## src/rtl/fpu_norm_seq_pkg.sv

```systemverilog
// Shared types and constants for the sequential mantissa normalizer.
// FSM state encoding plus segment and leading-zero-count widths.
package fpu_norm_pkg;

   localparam int MANT_W_C = 64;
   localparam int SEG_W    = 32;
   localparam int LZC_W    = 7;
   localparam int POS_W    = 5;

   typedef enum logic [2:0] {
      S_IDLE,
      S_SCAN_HI,
      S_SCAN_LO,
      S_SHIFT,
      S_DONE
   } state_e;

endpackage

```

## src/rtl/fpu_norm_seq_ffo.sv

```systemverilog
// Find-first-one from the MSB side: reports the leading-zero count
// of the input word and flags a word with no ones at all.
module fpu_norm_seq_ffo #(
   parameter int LEN = 32
) (
   input  logic [LEN-1:0]         in_i,
   output logic [$clog2(LEN)-1:0] first_one_o,
   output logic                   no_ones_o
);

   // Scan LSB to MSB so the highest set bit is the last one written
   always_comb begin
      first_one_o = '0;
      no_ones_o   = 1'b1;
      for (int i = 0; i < LEN; i++) begin
         if (in_i[i]) begin
            first_one_o = ($clog2(LEN))'(LEN - 1 - i);
            no_ones_o   = 1'b0;
         end
      end
   end

endmodule

```

## src/rtl/fpu_norm_seq.sv

```systemverilog
// Sequential mantissa normalizer: one 32-bit find-first-one shared
// over the high then low half, then an exponent-clamped left shift.
module fpu_norm_seq
   import fpu_norm_pkg::*;
#(
   parameter int MANT_W = 64,
   parameter int EXP_W  = 10
) (
   input  logic              clk,
   input  logic              rst_n,
   input  logic              flush_i,
   input  logic              in_valid_i,
   output logic              in_ready_o,
   input  logic [MANT_W-1:0] mant_i,
   input  logic [EXP_W-1:0]  exp_i,
   output logic              out_valid_o,
   input  logic              out_ready_i,
   output logic [MANT_W-1:0] mant_o,
   output logic [EXP_W-1:0]  exp_o,
   output logic [LZC_W-1:0]  lzc_o,
   output logic              zero_o,
   output logic              uf_o
);

   state_e             r_state;
   logic [MANT_W-1:0]  r_mant;
   logic [EXP_W-1:0]   r_exp;
   logic [LZC_W-1:0]   r_lzc;
   logic               r_in_ready;
   logic               r_out_valid;
   logic [MANT_W-1:0]  r_mant_o;
   logic [EXP_W-1:0]   r_exp_o;
   logic [LZC_W-1:0]   r_lzc_o;
   logic               r_zero_o;
   logic               r_uf_o;

   logic [SEG_W-1:0]   w_seg;
   logic [POS_W-1:0]   w_pos;
   logic               w_none;
   logic [EXP_W-1:0]   w_lzc_e;
   logic               w_uf;
   logic [EXP_W-1:0]   w_amt;
   logic [MANT_W-1:0]  w_shift;

   // Detector sees the low half only while scanning it
   assign w_seg = (r_state == S_SCAN_LO) ? r_mant[SEG_W-1:0]
                                         : r_mant[MANT_W-1:SEG_W];

   fpu_norm_seq_ffo #(
      .LEN (SEG_W)
   ) u_ffo (
      .in_i        (w_seg),
      .first_one_o (w_pos),
      .no_ones_o   (w_none)
   );

   // Shift is clamped so the exponent bottoms out at zero
   assign w_lzc_e = EXP_W'(r_lzc);
   assign w_uf    = (w_lzc_e > r_exp);
   assign w_amt   = w_uf ? r_exp : w_lzc_e;
   assign w_shift = r_mant << w_amt;

   // Control FSM with all datapath and output registers
   always_ff @(posedge clk or negedge rst_n) begin
      if (!rst_n) begin
         r_state     <= S_IDLE;
         r_mant      <= '0;
         r_exp       <= '0;
         r_lzc       <= '0;
         r_in_ready  <= 1'b1;
         r_out_valid <= 1'b0;
         r_mant_o    <= '0;
         r_exp_o     <= '0;
         r_lzc_o     <= '0;
         r_zero_o    <= 1'b0;
         r_uf_o      <= 1'b0;
      end else if (flush_i) begin
         r_state     <= S_IDLE;
         r_in_ready  <= 1'b1;
         r_out_valid <= 1'b0;
      end else begin
         unique case (r_state)
            S_IDLE: begin
               if (in_valid_i && r_in_ready) begin
                  r_mant     <= mant_i;
                  r_exp      <= exp_i;
                  r_lzc      <= '0;
                  r_mant_o   <= '0;
                  r_exp_o    <= '0;
                  r_lzc_o    <= '0;
                  r_zero_o   <= 1'b0;
                  r_uf_o     <= 1'b0;
                  r_in_ready <= 1'b0;
                  r_state    <= S_SCAN_HI;
               end
            end
            S_SCAN_HI: begin
               if (!w_none) begin
                  r_lzc   <= LZC_W'(w_pos);
                  r_state <= S_SHIFT;
               end else begin
                  r_state <= S_SCAN_LO;
               end
            end
            S_SCAN_LO: begin
               if (!w_none) begin
                  r_lzc   <= LZC_W'(SEG_W) + LZC_W'(w_pos);
                  r_state <= S_SHIFT;
               end else begin
                  r_lzc       <= LZC_W'(MANT_W);
                  r_lzc_o     <= LZC_W'(MANT_W);
                  r_zero_o    <= 1'b1;
                  r_mant_o    <= '0;
                  r_exp_o     <= '0;
                  r_uf_o      <= 1'b0;
                  r_out_valid <= 1'b1;
                  r_state     <= S_DONE;
               end
            end
            S_SHIFT: begin
               r_mant_o    <= w_shift;
               r_exp_o     <= r_exp - w_amt;
               r_lzc_o     <= r_lzc;
               r_uf_o      <= w_uf;
               r_zero_o    <= 1'b0;
               r_out_valid <= 1'b1;
               r_state     <= S_DONE;
            end
            S_DONE: begin
               if (out_ready_i) begin
                  r_out_valid <= 1'b0;
                  r_in_ready  <= 1'b1;
                  r_state     <= S_IDLE;
               end
            end
            default: begin
               r_in_ready  <= 1'b1;
               r_out_valid <= 1'b0;
               r_state     <= S_IDLE;
            end
         endcase
      end
   end

   assign in_ready_o  = r_in_ready;
   assign out_valid_o = r_out_valid;
   assign mant_o      = r_mant_o;
   assign exp_o       = r_exp_o;
   assign lzc_o       = r_lzc_o;
   assign zero_o      = r_zero_o;
   assign uf_o        = r_uf_o;

endmodule
```

## config.mk

```make
export PLATFORM = sky130hd
export DESIGN_NAME = fpu_norm_seq
export DESIGN_NICKNAME = d
export VERILOG_FILES = /design/src/rtl/fpu_norm_seq_pkg.sv /design/src/rtl/fpu_norm_seq_ffo.sv /design/src/rtl/fpu_norm_seq.sv
export SDC_FILE = /design/constraint.sdc
export NUM_CORES = 1
export LEC_CHECK = 0
export BUFFER_PORTS_ARGS = -buffer_cell sky130_fd_sc_hd__buf_2
export CAP_MARGIN = 20
export CORE_MARGIN = 4
export CORE_UTILIZATION = 45
export DETAILED_ROUTE_END_ITERATION = 16
export HOLD_SLACK_MARGIN = 0.06
export PLACE_DENSITY = 0.69
export SLEW_MARGIN = 20
export SYNTH_ARGS = -nofsm -noshare
export SYNTH_HDL_FRONTEND = slang
export SYNTH_HIERARCHICAL = 1
export SYNTH_SLANG_ARGS = --single-unit
```

## constraint.sdc

```tcl
create_clock -name clk -period 9.19 [get_ports clk]
set_input_delay 2.757 -clock clk [delete_from_list [all_inputs] [get_ports clk]]
set_output_delay 2.757 -clock clk [all_outputs]
set_load 0.02 [all_outputs]
```

Word-level counts from Yosys, hierarchy flattened --
Cells that the tools add are included.
Operators by class: add/sub/neg operators 2, $lt $le $gt $ge 1, equal/unequal tests 12, shifts and indexed selects 1, multiplexer cells 95, bitwise operators 1, reduce and logical (&&, ||, !) cells 12
Operators with widths (number):
- one-hot mux 64 bit (3 select lines) | 1
- 2-to-1 mux 5 bit | 32
- 2-to-1 mux 64 bit | 2
- << shifter 64 x 10 -> 64 bit | 1
- one-hot mux 7 bit (3 select lines) | 2
- 2-to-1 mux 1 bit | 40
- 2-to-1 mux 32 bit | 1
- 2-to-1 mux 10 bit | 3
- one-hot mux 10 bit (3 select lines) | 1
- 2-to-1 mux 7 bit | 4
- one-hot mux 3 bit (5 select lines) | 1
- 2-to-1 mux 3 bit | 4
- > comparator 7 x 10 -> 1 bit | 1
- subtractor 10 bit | 1
- != test 3 bit, second input constant | 3
- one-hot mux 1 bit (3 select lines) | 3
- AND reduction 3 bit | 3
- AND reduction 4 bit | 2
- adder 6 x 5 -> 7 bit, first input constant | 1
- equality test 3 x 2 -> 1 bit, second input constant | 2
- != test 2 bit, second input constant | 3
- nonzero test 3 bit | 2
- != test 2 x 1 -> 1 bit, second input constant | 2
- one-hot mux 1 bit (4 select lines) | 1
- 8 further kinds | 8
Word-level totals: register bits after elaboration 169, input port bits 79, logic and storage cells 135

Depth between registers and ports, before layout --
Gate-level depths: netlist (run 1).
depth in word-level cells 37, mapped depth 24

Cells and area by module --
Netlist (run 1), hierarchy kept.
Modules (own cells, without submodules):
- fpu_norm_seq | times used 1, cells an instance 1103, area each 11100.6 um^2
- fpu_norm_seq_ffo | times used 1, cells an instance 67, area each 371.6 um^2

Worst setup path before layout (run 1) --
OpenSTA, ideal clock, no wires.
path kind register -> register, start register r_state[1], end register r_mant_o[59], in the netlist mant_o[59], setup time 0.139 ns, arrival time 4.351 ns, required time 9.051 ns, path slack 4.701 ns, stages on the path, launching flop included 15, path buffers 2, period minus slack after synthesis 4.489 ns, cell sequence dfrtp_1 > clkbuf_1 > nand2b_1 > nor2_1 > clkbuf_1 > mux2_2 > nor4_2 > nand3_1 > or3_1 > nor4_1 > o21ai_0 > nand2_1 > nand2_1 > a221o_1 > or4_1
Between the ends: elaborated cells on any way between the ends 41
RTL lines:
- start: declaration | RTL line fpu_norm_seq.sv:25 | state_e r_state;
- start signal: assignment | RTL line fpu_norm_seq.sv:66 | r_state <= S_IDLE;
- start signal: assignment | RTL line fpu_norm_seq.sv:78 | r_state <= S_IDLE;
- start signal: assignment | RTL line fpu_norm_seq.sv:94 | r_state <= S_SCAN_HI;
- equality test 3 x 2 -> 1 bit | RTL line fpu_norm_seq.sv:46 | assign w_seg = (r_state == S_SCAN_LO) ? r_mant[SEG_W-1:0]
- 2-to-1 mux 32 bit | RTL line fpu_norm_seq.sv:46
- net w_seg[24] | RTL line fpu_norm_seq.sv:37 | logic [SEG_W-1:0] w_seg;
- 2-to-1 mux 1 bit (8 in series) | RTL line fpu_norm_seq_ffo.sv:16 | if (in_i[i]) begin
- net w_none | RTL line fpu_norm_seq.sv:39 | logic w_none;
- != test 2 bit (no source line)
- AND reduction 4 bit (no source line)
- end signal: assignment | RTL line fpu_norm_seq.sv:121 | r_mant_o <= w_shift;
- end: declaration | RTL line fpu_norm_seq.sv:31 | logic [MANT_W-1:0] r_mant_o;
The timed path passes the listed nets, and every way through them passes these cells. A chain may end at the register's enable or synchronous reset.

Worst setup path in the final report (run 1) --
start input port flush_i, end register r_mant_o[59], in the netlist mant_o[59]
Between the ends: cells in the longest elaborated chain, start to end 2
Ends and longest elaborated chain:
- start: declaration | RTL line fpu_norm_seq.sv:11 | input logic flush_i,
- inverter 1 bit (no source line)
- AND reduction 4 bit (no source line)
No other way between the ends.

==> flow_summary_export.csv, run 1 <==
group,metric,value,unit
place,preCtsSetupSlack,2.91,ns
pwr,switching_share,0.509,
outcome,status,"completed",
synthesis,avgSynthCellArea,9.81,sq um
pwr,power.leakage,0.00612,uW
route,drc,0,
route,via_count,10400,
place,post-dp-hpwl,29.0,mm
worst_hold_path,min_to,"exp_o[6]",
clock_network,root_buffer,"clkbuf_16",
worst_hold_path,hold_start,"exp_o[6]",
critical_path,worstPathCellList,"buf_2 -> nor2_1 -> and3_1 -> nand2_1 -> nor2_1 -> nand2_1 -> a21oi_1 -> a221o_1 -> or4_1",
synthesis,synth_seq_cells,169,
timing,fin_crit,5.93,ns
layout,fin_nets,1381,
synthesis,synth.cell_area,11500,sq um
floorplan,die_w,168,microns
floorplan,core_area,25100,sq um
critical_path,critPathSlowestCell,"nor2_1",
synthesis,seq_area_frac_synth,0.369,
global_route,antenna_found_initial,0,
layout,area_delta_synth_final,13.2,%
clock_network,cts_buffers,17,
timing,setup_ws,3.26,ns
floorplan,ios,164,
place,dp_cells,1598,
clock_network,cts_hold_buf,0,
clock_network,post-cts-setup-buffers,0,
timing,tightest_slew,0.989,ns
layout,fin_cells,1630,
critical_path,cp_data_arrival_time,6.30,ns
clock_network,cts_resized,0,
pwr,ir_worst_vdd,0.225,mV
route,drtIter0Drc,1276,
global_route,grt_max_degree,102,
pwr,p_per_area,429,nW/um^2
place,numPortBuffers,163,
critical_path,crit_buf_inv,1,
timing,holdWs,0.474,ns
synthesis,syn_nets,1264,
global_route,grt_first_pass_wirelength,59.1,mm
critical_path,cp_max_fo,18,
timing,rsz0062_at_grt,"false",
route,wl_per_cell,23.8,microns
timing,setup-tns-final,0,ns
route,first_pass_iters,8,
worst_hold_path,min_path_cells,2,
critical_path,r2r_start,"r_state[1]",
worst_hold_path,min-delay-path-class,"reg -> reg",
synthesis,ys.flop_type,"dfrtp_1",
timing,setup_viol,0,
timing,fin_skew,0.00800,ns
timing,fmax,169,MHz
timing,slew_headroom,0.330,
timing,finalMaxSlewViolations,0,
floorplan,rows,58,
critical_path,r2r_setup_slack,3.88,ns
synthesis,synth-edff-count,0,
floorplan,fp.dieH,168,microns
critical_path,crit_family,"simple AND/OR/NAND/NOR gates",
floorplan,start_util,0.457,
global_route,grt_pass1_vias,9668,
clock_network,clkLatencyLatePin,0.44,ns
critical_path,worstPathRequired,9.57,ns
pwr,internal-power,2740,uW
synthesis,syn_inst,1170,
synthesis,synth_async_sr_flop_share,1.00,
clock_network,cts_tree,"yes",
floorplan,dieArea,28100,sq um
pwr,p_clk_frac,0.139,
synthesis,synth_warnings,6,
clock_network,cts_htree_levels,4,
layout,drive_gt1_frac,0.283,
global_route,grt_use_total,0.267,
place,gp_congestion,0.982,
flow_run,drv_cap,0,
pwr,p_sw,2830,uW
route,antenna_left,0,
route,routed_wl,38.7,mm
clock_network,clk_pin_slew,0.07,ns
synthesis,synth.distinct_cells,80,
global_route,grt.overflow.total,0,
clock_network,clockBufferDepth,2,
pwr,combPwrFrac,0.618,
critical_path,rr_worst_depth,15,
critical_path,path_class,"in -> reg",
layout,n_antenna_cell,0,
critical_path,endpoint_kind,"flip-flop",
critical_path,reg2reg_to,"mant_o[59]",
pwr,pwr-share-seq,0.243,
timing,min_period_over_period,0.645,
timing,finalHoldViolations,0,
route,via_per_inst,6.41,
critical_path,max_stage_delay,0.79,ns
clock_network,clock_sinks,169,
critical_path,crit_path_start_kind,"primary input",
## metal layers
metal	GRT usage	routed length, microns	vias up
met5	0	0	-
met4	0.0847	1270	0
met3	0.0531	3420	79
met2	0.393	16800	573
met1	0.395	17200	5125
li1	-	-	4670
## sequential cells by signal, indices dropped and copies added, names as in the netlist
signal,cells
lzc_o,7
mant_o,64
out_valid_o,1
exp_o,10
r_mant,64
r_lzc,7
in_ready_o,1
r_state,3
zero_o,1
uf_o,1
r_exp,10
## logic make-up (layout without fill, tap and decap cells)
kind of cell	after synthesis	after routing	synth area share
flops	169	169	0.369
mux	261	261	0.247
simple gates	304	304	0.116
fa+ha+maj	15	15	0.0170
compound gates	318	318	0.202
xor+xnor	8	8	0.00611
buf+inv	95	225	0.0431
## worst max-delay path by stage
stage | start | depth (start not counted) | end
final | flush_i | 9 | mant_o[59]
after global routing | flush_i | 9 | mant_o[59]
after CTS | flush_i | 9 | mant_o[59]
after detailed placement | flush_i | 9 | mant_o[61]
after global placement | flush_i | 9 | mant_o[61]
after floorplan | r_state[1] | 14 | mant_o[59]
## cell usage in the layout, fill, tap and decap left out, types with 10 or more instances in the layout
cell type / Yosys / layout
nor3_1: 15 / 15
nand2_1: 151 / 150
o21ai_0: 60 / 60
ha_1: 14 / 14
mux2_2: 134 / 134
a22o_1: 28 / 28
clkbuf_16: 0 / 17
nand3_1: 25 / 25
dfrtp_1: 168 / 168
o221ai_1: 16 / 16
o22ai_1: 19 / 19
inv_1: 19 / 19
a21o_1: 10 / 10
a21oi_1: 40 / 40
a22oi_1: 12 / 12
nor2_1: 69 / 68
mux2i_1: 121 / 121
buf_2: 20 / 163
o211ai_1: 18 / 18
a221oi_1: 26 / 26
## power by group through the flow
stage	registers, uW	clock network [uW]	logic [uW]
floorplan	1360	0	2230
CTS	1340	782	3310
global route	1390	819	3610
detailed placement	1360	0	3290
global placement	1340	0	3290
finish	1350	777	3440
## final cells by class
cell class | count | area, sq um
clock buffer | 23 | 488
clock inverter | 9 | 138
fill | 2394 | 12100
inverter | 22 | 82.6
multi-input combinational | 906 | 6750
sequential | 169 | 4230
tap | 330 | 413
timing repair buffer | 171 | 880
## synthesized netlist by cell type (6+ instances only)
| cell | number | area share |
|---|---|---|
| dfrtp_1 | 168 | 0.37 |
| nand2_1 | 151 | 0.049 |
| mux2_2 | 134 | 0.13 |
| mux2i_1 | 121 | 0.11 |
| nor2_1 | 69 | 0.023 |
| o21ai_0 | 60 | 0.026 |
| a21oi_1 | 40 | 0.017 |
| clkbuf_1 | 34 | 0.011 |
| a22o_1 | 28 | 0.021 |
| a221oi_1 | 26 | 0.020 |
| nand3_1 | 25 | 0.011 |
| buf_2 | 20 | 0.0087 |
| inv_1 | 19 | 0.0062 |
| o22ai_1 | 19 | 0.010 |
| o211ai_1 | 18 | 0.012 |
| o221ai_1 | 16 | 0.012 |
| nor3_1 | 15 | 0.0065 |
| ha_1 | 14 | 0.015 |
| a22oi_1 | 12 | 0.0079 |
| a21o_1 | 10 | 0.0065 |
| a31oi_1 | 8 | 0.0044 |
| o21a_1 | 8 | 0.0052 |
| o21ai_1 | 8 | 0.0035 |
| a211oi_1 | 7 | 0.0046 |
| and3_1 | 7 | 0.0038 |
| buf_1 | 7 | 0.0023 |
| a221oi_2 | 6 | 0.0079 |
| xnor2_1 | 6 | 0.0046 |
## worst register-to-register path: stages, from the launching register on
cell and delay, ns:
dfrtp_1 0.52, nand2b_1 0.15, nor2_2 0.11, buf_4 0.40, mux2_2 0.46, nor4_2 0.37
nand3_1 0.21, or3_1 0.44, nor4_1 0.32, buf_4 0.23, o21ai_0 0.08, nand2_1 0.12
nand2_2 0.38, buf_4 0.50, a221o_1 0.44, or4_1 0.47
## stage by stage
step	power, uW	area (sq um)	utilization
floorplan	3590	11500	-
global placement	4640	12400	0.492
detailed placement	4650	12400	0.492
CTS	5440	13000	0.517
global route	5810	13000	0.517
finish	5570	13000	0.517
Power figures use the tool's default switching activity.
==> inputs of run 2 (changes only) <==
==> constraint.sdc (replaced) <==
create_clock -name clk -period 6 [get_ports clk]
set_input_delay 1.8 -clock clk [delete_from_list [all_inputs] [get_ports clk]]
set_output_delay 1.8 -clock clk [all_outputs]
set_load 0.02 [all_outputs]
==> flow_summary_export.csv, run 2 (synthesis gave the netlist of run 1 again) <==
group,metric,value,unit
place,dp_cells,1617,
floorplan,start_util,0.457,
global_route,grt_pass1_vias,10200,
critical_path,rr_worst_depth,16,
timing,setup-tns-final,0,ns
global_route,grt_first_pass_wirelength,62.6,mm
critical_path,path_class,"reg -> reg",
timing,fmax,207,MHz
floorplan,rows,58,
timing,setup_viol,0,
pwr,p_per_area,659,nW/um^2
critical_path,cp_data_arrival_time,5.13,ns
clock_network,clk_pin_slew,0.07,ns
global_route,grt_max_degree,93,
worst_hold_path,hold_start,"mant_o[39]",
critical_path,worstPathRequired,6.29,ns
floorplan,ios,164,
layout,n_antenna_cell,0,
place,numPortBuffers,163,
clock_network,cts_hold_buf,0,
pwr,ir_worst_vdd,0.251,mV
worst_hold_path,min_path_cells,2,
timing,slew_headroom,0.353,
timing,fin_skew,0.00807,ns
layout,fin_cells,1648,
layout,mostFrequentLayoutCells,"dfrtp_1, buf_2, nand2_1, mux2_2, mux2i_1",
clock_network,clockBufferDepth,2,
route,drc,0,
clock_network,cts_resized,0,
pwr,power.leakage,0.00622,uW
critical_path,r2r_setup_slack,1.17,ns
outcome,status,"completed",
clock_network,cts_tree,"yes",
clock_network,post-cts-setup-buffers,0,
critical_path,cp_max_fo,61,
clock_network,cts_htree_levels,4,
worst_hold_path,min-delay-path-class,"reg -> reg",
worst_hold_path,min_to,"mant_o[39]",
route,drtIter0Drc,1239,
floorplan,core_area,25100,sq um
critical_path,reg2reg_to,"mant_o[61]",
global_route,grt_use_total,0.282,
clock_network,clock_sinks,169,
place,gp_congestion,1.06,
route,first_pass_iters,8,
layout,final_common_cell,"dfrtp_1",
layout,drive_gt1_frac,0.292,
timing,tightest_slew,0.956,ns
flow_run,drv_cap,0,
route,via_per_inst,6.49,
floorplan,fp.dieH,168,microns
floorplan,dieArea,28100,sq um
timing,fin_crit,4.83,ns
timing,rsz0062_at_grt,"false",
route,wl_per_cell,24.7,microns
global_route,grt.overflow.total,0,
route,routed_wl,40.7,mm
floorplan,die_w,168,microns
global_route,antenna_found_initial,1,
timing,min_period_over_period,0.806,
clock_network,cts_buffers,17,
critical_path,r2r_start,"r_state[2]",
timing,finalHoldViolations,0,
layout,fin_nets,1400,
route,antenna_left,0,
route,via_count,10700,
clock_network,root_buffer,"clkbuf_16",
critical_path,crit_path_start_kind,"flip-flop",
place,post-dp-hpwl,30.8,mm
critical_path,crit_start,"r_state[2]",
critical_path,endpoint_kind,"flip-flop",
clock_network,clkLatencyLatePin,0.45,ns
timing,finalMaxSlewViolations,0,
layout,area_delta_synth_final,14.6,%
[run 2: worst max-delay path by stage]
stage	depth (start not counted)	to
2_1_floorplan	14	mant_o[59]
3_5_place_dp	12	mant_o[59]
5_1_grt	17	mant_o[56]
3_3_place_gp	12	mant_o[59]
4_1_cts	17	mant_o[61]
6_report	16	mant_o[61]
[run 2: metal layers]
layer,global-route usage,wire [microns]
met2,0.413,17100
met1,0.403,17600
met4,0.124,1960
met3,0.0619,3990
met5,0,0
[run 2: area by class of cell]
| type | instances | area, sq um |
|---|---|---|
| clock inverters | 10 | 166 |
| multi-input cells | 906 | 6750 |
| fillers | 2377 | 12000 |
| inverters | 22 | 82.6 |
| well taps | 330 | 413 |
| flip-flops and latches | 169 | 4230 |
| clock buffers | 21 | 450 |
| repair buffers | 190 | 1050 |
[run 2: critical path, cell delays in order (launching register included)]
cell and delay [ns]:
dfrtp_1 0.45, nand2b_1 0.20, nor2_2 0.67, mux2_2 0.46, nor4_2 0.39, nand3_1 0.19, or3_1 0.44, nor4_1 0.24
buf_4 0.21, o21ai_0 0.08, nand2_1 0.12, nand2_2 0.14, buf_4 0.37, nand2_1 0.14, o21ai_0 0.09, a221oi_1 0.25
o221ai_1 0.16
[run 2: through the flow]
step / total power (uW) / cell area (sq um) / worst slack, ns / utilization / hold slack, ns
after floorplan: 5500 / 11500 / 1.51 / - / 0.472
after global placement: 7230 / 12500 / 1.25 / 0.499 / 0.447
after detailed placement: 7250 / 12500 / 1.23 / 0.499 / 0.452
after CTS: 8460 / 13100 / 1.33 / 0.524 / 0.466
after global routing: 9050 / 13100 / 0.994 / 0.524 / 0.495
final: 8660 / 13100 / 1.17 / 0.524 / 0.462
[run 2: power by group]
part           leakage, uW  internal, uW  total (uW)  switching, uW
Combinational      0.00374          1970        5400           3430
Sequential         0.00218          1580        2060            487
Clock             0.000295           709        1200            489
Total              0.00622          4250        8660           4410
